===== src/rtl/regbank_wb_writer.sv =====
// regbank_wb_writer: queued write-back port for the 32-entry integer register bank.
// Requests drain in order through a one-hot decoder; x0 always reads zero.
module regbank_wb_writer #(
    parameter int DATA_WIDTH  = 32,
    parameter int QUEUE_DEPTH = 2,
    parameter int CNT_WIDTH   = 2
) (
    input  logic                       CLOCK_50,
    input  logic                       RESET_InLow,
    input  logic                       WB_Valid_In,
    output logic                       WB_Ready_Out,
    input  logic [4:0]                 WB_Addr_InBUS,
    input  logic [DATA_WIDTH-1:0]      WB_Data_InBUS,
    input  logic                       WB_Flush_In,
    output logic [32*DATA_WIDTH-1:0]   REGBANK_Data_OutBUS,
    output logic [31:0]                REGBANK_Pending_OutBUS,
    output logic [CNT_WIDTH-1:0]       WB_Count_OutBUS
);
    localparam int PW = $clog2(QUEUE_DEPTH);

    logic [4:0]            q_addr [QUEUE_DEPTH];
    logic [DATA_WIDTH-1:0] q_data [QUEUE_DEPTH];
    logic [DATA_WIDTH-1:0] regs [1:31];
    logic [PW-1:0]         head, tail;
    logic [CNT_WIDTH-1:0]  count;
    logic                  accept, drain;
    logic [31:1]           wr_sel;
    logic [31:0]           pend;

    assign WB_Ready_Out    = count != CNT_WIDTH'(QUEUE_DEPTH);
    assign accept          = WB_Valid_In && WB_Ready_Out && !WB_Flush_In;
    assign drain           = count != '0 && !WB_Flush_In;
    assign WB_Count_OutBUS = count;

    always_ff @(posedge CLOCK_50 or negedge RESET_InLow) begin
        if (!RESET_InLow) begin
            head  <= '0;
            tail  <= '0;
            count <= '0;
        end else if (WB_Flush_In) begin
            head  <= '0;
            tail  <= '0;
            count <= '0;
        end else begin
            head  <= drain ? head + 1'b1 : head;
            tail  <= accept ? tail + 1'b1 : tail;
            count <= count + CNT_WIDTH'(accept) - CNT_WIDTH'(drain);
        end
    end

    // Slot contents need no reset: occupancy alone decides validity.
    always_ff @(posedge CLOCK_50) begin
        if (accept) begin
            q_addr[tail] <= WB_Addr_InBUS;
            q_data[tail] <= WB_Data_InBUS;
        end
    end

    always_comb begin
        pend = '0;
        for (int i = 0; i < QUEUE_DEPTH; i++)
            if (CNT_WIDTH'(i) < count) pend[q_addr[head + PW'(i)]] = 1'b1;
        pend[0] = 1'b0;
    end
    assign REGBANK_Pending_OutBUS = pend;

    genvar g;
    generate
        for (g = 1; g < 32; g++) begin : g_dec
            assign wr_sel[g] = drain && q_addr[head] == 5'(g);
        end
        for (g = 0; g < 32; g++) begin : g_out
            if (g == 0) begin : g_zero
                assign REGBANK_Data_OutBUS[g*DATA_WIDTH +: DATA_WIDTH] = '0;
            end else begin : g_reg
                assign REGBANK_Data_OutBUS[g*DATA_WIDTH +: DATA_WIDTH] = regs[g];
            end
        end
    endgenerate

    always_ff @(posedge CLOCK_50 or negedge RESET_InLow) begin
        if (!RESET_InLow) begin
            for (int i = 1; i < 32; i++) regs[i] <= '0;
        end else begin
            for (int i = 1; i < 32; i++)
                if (wr_sel[i]) regs[i] <= q_data[head];
        end
    end
endmodule


===== config.mk =====
export PLATFORM = sky130hd
export DESIGN_NAME = regbank_wb_writer
export DESIGN_NICKNAME = d
export VERILOG_FILES = /design/src/rtl/regbank_wb_writer.sv
export SDC_FILE = /design/constraint.sdc
export NUM_CORES = 1
export LEC_CHECK = 0
export ABC_CLOCK_PERIOD_IN_PS = 6000
export CAP_MARGIN = 20
export CORE_AREA = 2 2 428 430
export DETAILED_ROUTE_END_ITERATION = 8
export DIE_AREA = 0 0 430 432
export PLACE_DENSITY = 0.52
export SLEW_MARGIN = 20
export SYNTH_ARGS = -nofsm -noshare
export SYNTH_HDL_FRONTEND = slang
export SYNTH_SLANG_ARGS = --single-unit

===== constraint.sdc =====
create_clock -name CLOCK_50 -period 6 [get_ports CLOCK_50]
set_clock_uncertainty 0.2 [all_clocks]
set_input_delay 0.9 -clock CLOCK_50 [delete_from_list [all_inputs] [get_ports CLOCK_50]]
set_output_delay 0.9 -clock CLOCK_50 [all_outputs]
set_load 0.01 [all_outputs]

======== Word level (Yosys, flattened, before mapping) ========
Memory sizes are Yosys's and may differ from the RTL's.
Cells that the tools add are included.
storage, ports and cells
  register bits ........................... 996
  RAM bits ................................ 74
  output and inout bits ................... 1,059
  logic and storage cells ................. 132
  memories kept ........................... 2
memory list
  name    words  width  rd ports  clocked after memory_dff  wr ports  line  source
  q_data  2      32     1         0                         1         22    logic [DATA_WIDTH-1:0] q_data [QUEUE_DEPTH];
  q_addr  2      5      2         0                         1         21    logic [4:0] q_addr [QUEUE_DEPTH];
operators by class
  add/subtract/negate cells ............... 4
  order comparisons ....................... 6
  equality and inequality tests ........... 32
  multiplexer cells ....................... 13
  bitwise operators ....................... 1
  reductions and logical operators ........ 40
operators with widths
  kind                                                               count
  == test 5 bit, second input constant                               16
  two-way mux 32 bit                                                 2
  == test 5 x 4 -> 1 bit, second input constant                      8
  logical AND 1 bit                                                  36
  bitwise OR 32 bit                                                  1
  == test 5 x 3 -> 1 bit, second input constant                      4
  less-than comparator 5 x 6 -> 1 bit, second input constant         2
  demux 1 bit (select 5 bit)                                         2
  == test 5 x 2 -> 1 bit, second input constant                      2
  greater-or-equal comparator 5 x 1 -> 1 bit, second input constant  2
  two-way mux 1 bit                                                  8
  nonzero test 2 bit                                                 3
  == test 5 x 1 -> 1 bit, second input constant                      1
  less-than comparator 1 x 2 -> 1 bit, first input constant          2
  adder 1 bit, second input constant                                 2
  adder 2 x 1 -> 2 bit                                               1
  two-way mux 2 bit                                                  1
  != test 2 bit, second input constant                               1
  subtractor 2 x 1 -> 2 bit                                          1
  zero test 1 bit                                                    1

======== Logic depth before layout (Yosys ltp) ========
An unclocked memory read counts as a cell.
  depth after elaboration ................. 8
  depth in mapped cells ................... 9
  depth with buffers taken out ............ 6

======== Least setup slack after synthesis ========
Ideal clock, no wire load.
  path kind ............................... input-to-reg
  start point ............................. in WB_Flush_In
  end point ............................... mem q_addr[1][0] (enable)
  arrival time ............................ 3,893 ps
  data required time ...................... 5,315 ps
  path slack .............................. 1,422 ps
  stages .................................. 2
  buffers on the path ..................... 1
  cells stage by stage .................... buf_1 -> nor3b_1
between the ends
  longest elaborated chain between the ends .. 4
RTL lines
  what                                     line  source
  start: declaration                       14    input logic WB_Flush_In,
  zero test 1 bit                          31    assign accept = WB_Valid_In && WB_Ready_Out && !WB_Flush_In;
  logical AND 1 bit                        31
  two-way mux 1 bit                        53    if (accept) begin
  two-way mux 1 bit (implied by the code)  54    q_addr[tail] <= WB_Addr_InBUS;
  end: declaration                         21
No other way between the ends.

======== Worst setup path after layout ========
  start point ............................. reg head
  end point ............................... out REGBANK_Pending_OutBUS[4]
between the ends
  longest elaborated chain between the ends .. 8
  elaborated cells between the ends (all ways) .. 15
  classes of those cells .................. 1 x add/sub; 4 x order compare; 6 x mux; 1 x bitwise; 2 x reduce/logical; 1 x memory
RTL lines
  what                                                                                     line  source
  start: declaration                                                                       24    logic [PW-1:0] head, tail;
  start signal: assignment                                                                 45    head <= drain ? head + 1'b1 : head;
  adder 1 bit or memory read (2 x 5 bit) (tied branches)                                   --
  memory read (2 x 5 bit) (*)                                                              --
  less-than comparator 5 x 6 -> 1 bit (implied by the code), or another cell as far along  62    if (CNT_WIDTH'(i) < count) pend[q_addr[head + PW'(i)]] = 1'b1;
  logical AND 1 bit (implied by the code) or two-way mux 1 bit (tied branches)             62
  two-way mux 1 bit (implied by the code) or demux 1 bit (select 5 bit) (tied branches)    62
  demux 1 bit (select 5 bit) or two-way mux 32 bit (tied branches)                         62
  bitwise OR 32 bit (no source line)                                                       --
  two-way mux 32 bit (*)                                                                   62
  end: declaration                                                                         16    output logic [31:0] REGBANK_Pending_OutBUS,
Every way passes the cells marked *; elsewhere a longest branch is shown, timed or not.

==> impl_metrics.json <==
{
  "slew_violations": 0,
  "setup_viol": 0,
  "routed_wl_um": 173000,
  "start_util_pct": 22.6,
  "numClockSinks": 1070,
  "synth_top_area_share_pct": 60.8,
  "worstPathArrival_ps": 3920,
  "regArea_um2": 27100,
  "synthToLayoutAreaGrowth_pct": 42.6,
  "grt_pass1_vias": 26994,
  "die_y_um": 432,
  "root_buffer": "clkbuf_16",
  "cts_tree": "yes",
  "hpwl_um": 120000,
  "grt-ovfl-total": 0,
  "cp-start-kind": "register",
  "numCtsBuffers": 121,
  "endpoint_kind": "primary output",
  "layout.nets": 3610,
  "ys_types": 43,
  "fillers": 18024,
  "synthesis.area_per_instance_um2": 16.4,
  "clk_pin_slew_ps": 60,
  "hold_viol": 0,
  "worstMarginPinSlew_ps": 1080,
  "insertion_delay_ps": 770,
  "grt_usage_pct": 18.1,
  "top_layer": "met5",
  "dieArea_um2": 186000,
  "met2_length_um": 88300,
  "finalSetupTns_ps": 0,
  "finalCritPeriodShare_pct": 83.7,
  "core_um2": 182000,
  "ys_warn_count": 0,
  "p_leak_nw": 26.8,
  "fmax_ghz": 0.199,
  "dr_total_vias": 26032,
  "fp.dieW_um": 430,
  "ioPinCount": 1100,
  "synthCells": 2504,
  "clockBufferDepth": 3,
  "outcome": "finished, final reports clean",
  "powerDensity_nw_per_um2": 413,
  "multi_input_area_um2": 12800,
  "ir_drop_uv": 279,
  "grt_pass1_wl_um": 233000,
  "drc": 0,
  "rows": 157,
  "drive_above_1_share_pct": 35.0,
  "route.met3.wl_um": 11000,
  "rsz0062_at_grt": "no",
  "wl_per_cell_um": 28.5,
  "post_cts_buffers": 0,
  "grt_max_degree": 150,
  "required_ps": 4900,
  "fin_crit_ps": 5020,
  "ys_seq_elements": 1070,
  "htree_levels": 3,
  "path_max_fanout": 49,
  "synth_area_um2": 41000,
  "routed_via_density": 4.29,
  "wl_met1_um": 66900,
  "maxCapViolations": 0,
  "seq_area_frac_synth_pct": 66.2,
  "gp_congestion": 0.857,
  "hp-class": "register to register",
  "antenna_found_initial": 30,
  "antenna_left": 0,
  "maxSlewHeadroom_pct": 28.1,
  "final_util_pct": 32.2,
  "firstDrtPassIters": 5,
  "path_class": "register to primary output",
  "yosysTopAreaCell": "dfrtp_1",
  "netlist_top_cells_area": "dfrtp_1 (61%), mux2_2 (27%), edfxtp_1 (5.4%), mux2_1 (1.4%), buf_2 (1.0%)",
  "port-buffer-count": 1066,
  "drt_iter0_drc": 1187
}
==> metal layers <==
layer / GRT usage, % / vias up
met3: 4.95 / 274
met4: 7.19 / 20
li1: - / 10957
met5: 0 / -
met2: 31.9 / 856
met1: 20.8 / 13925
==> power by group <==
group / internal [mW] / leakage (nW) / switching (mW)
logic: 3.61 / 10.5 / 3.25
registers: 8.77 / 14.3 / 0.794
clock network: 4.50 / 2.02 / 3.20
==> final timing paths <==
check                                   startpoint                   endpoint  slack (ps)  cells past startpoint
max in group asynchronous              RESET_InLow   REGBANK_Data_OutBUS[593]        3460                      3
max reg2reg                                   head   REGBANK_Data_OutBUS[152]        1940                      5
max                                           head  REGBANK_Pending_OutBUS[4]         980                      4
min reg2reg                REGBANK_Data_OutBUS[68]    REGBANK_Data_OutBUS[68]         290                      1
min in group asynchronous              RESET_InLow   REGBANK_Data_OutBUS[380]         630                      2
min                        REGBANK_Data_OutBUS[68]    REGBANK_Data_OutBUS[68]         290                      1
==> cells by family after synthesis <==
kind of cell / Yosys count / synth area share [%]
other cells: 1 / 0.00915
xor+xnor: 4 / 0.0855
buf+inv: 235 / 3.00
simple gates: 112 / 1.51
flops: 1070 / 66.2
compound gates: 53 / 0.885
fa+ha+maj: 1 / 0.0305
mux: 1028 / 28.2
==> layout by cell type (no fill, tap or decap), drive strengths merged, types with 2 or more instances in the layout <==
cell type | synthesis | routed
clkdlybuf4s50 | 0 | 1065
mux2 | 1026 | 1026
dfrtp | 996 | 996
clkbuf | 98 | 174
buf | 136 | 77
edfxtp | 74 | 74
nand2 | 50 | 50
conb | 1 | 33
clkinv | 0 | 31
o22ai | 29 | 29
nand3 | 12 | 12
nor2 | 11 | 11
bufinv | 0 | 10
o21ai | 10 | 10
diode | 0 | 9
inv | 1 | 9
nand3b | 8 | 8
nor3 | 8 | 8
nor3b | 7 | 7
a211oi | 5 | 5
nand2b | 4 | 4
and3b | 3 | 3
and2 | 3 | 3
or3b | 3 | 3
mux2i | 2 | 2
or2 | 2 | 2
o211ai | 2 | 2
xnor2 | 2 | 2
xor2 | 2 | 2
o21ba | 2 | 2
clkinvlp | 0 | 2
a21oi | 2 | 2
==> registers in the layout, indices dropped and copies added (netlist names) <==
register / flops
q_data: 64
tail: 1
WB_Count_OutBUS: 2
q_addr: 10
REGBANK_Data_OutBUS: 992
head: 1
==> cells in the mapped netlist <==
cell      count
or2_2         2
buf_4        36
nand2b_1      4
nand3b_1      8
nor3b_1       7
xnor2_1       2
ha_1          1
o22ai_1      29
and2_1        3
nor2b_1       1
nor2_2        1
nand2_1      34
xor2_1        2
a211oi_2      4
dfrtp_1     996
nand2_2      16
nor3_1        5
nor2_1       10
inv_1         1
o21ai_0       7
o21a_1        1
buf_2        85
mux2i_1       2
a21o_1        1
buf_1         1
or3b_4        2
o21ai_1       3
mux2_1       52
o211a_1       1
a21oi_1       1
clkbuf_1     98
edfxtp_1     74
or3b_1        1
and3b_1       3
nand3_1      12
conb_1        1
a211oi_1      1
nor3_2        3
mux2_2      974
o21ba_2       2
a21oi_2       1
o211ai_1      2
buf_6        14
==> critical path: stages (launching register included) <==
cell             delay (ps)
dfrtp_4                 790
mux2i_1                 600
o211ai_1                520
o22ai_1                 560
clkdlybuf4s50_1         700
==> what timing repair did <==
item / 4_1_cts / 5_1_grt
endpoints found under the hold margin: 47 / 0
hold buffers: 1 / 0
resized for setup: 0 / 0
==> metrics by stage <==
step	power [mW]	hold slack (ps)	instance area, um^2	instances	setup slack, ps
detailed placement	16.7	279	54300	5829	1530
floorplan	12.0	319	41100	2536	1420
finish	24.1	291	58500	6064	976
global route	25.2	305	58400	6056	729
CTS	24.5	293	58400	6055	652
global placement	16.6	271	54300	5829	1580
==> cell type report <==
class                           instances  share of cell area, %
Clock inverter                         51                   1.07
Tap cell                             2385                   5.10
Multi-Input combinational cell       1231                   22.0
Clock buffer                          174                   6.00
Timing Repair Buffer                 1143                   19.4
Sequential cell                      1070                   46.4
Antenna cell                            9                 0.0385
Inverter                                1                0.00642
(Power assumes the default switching activity.)
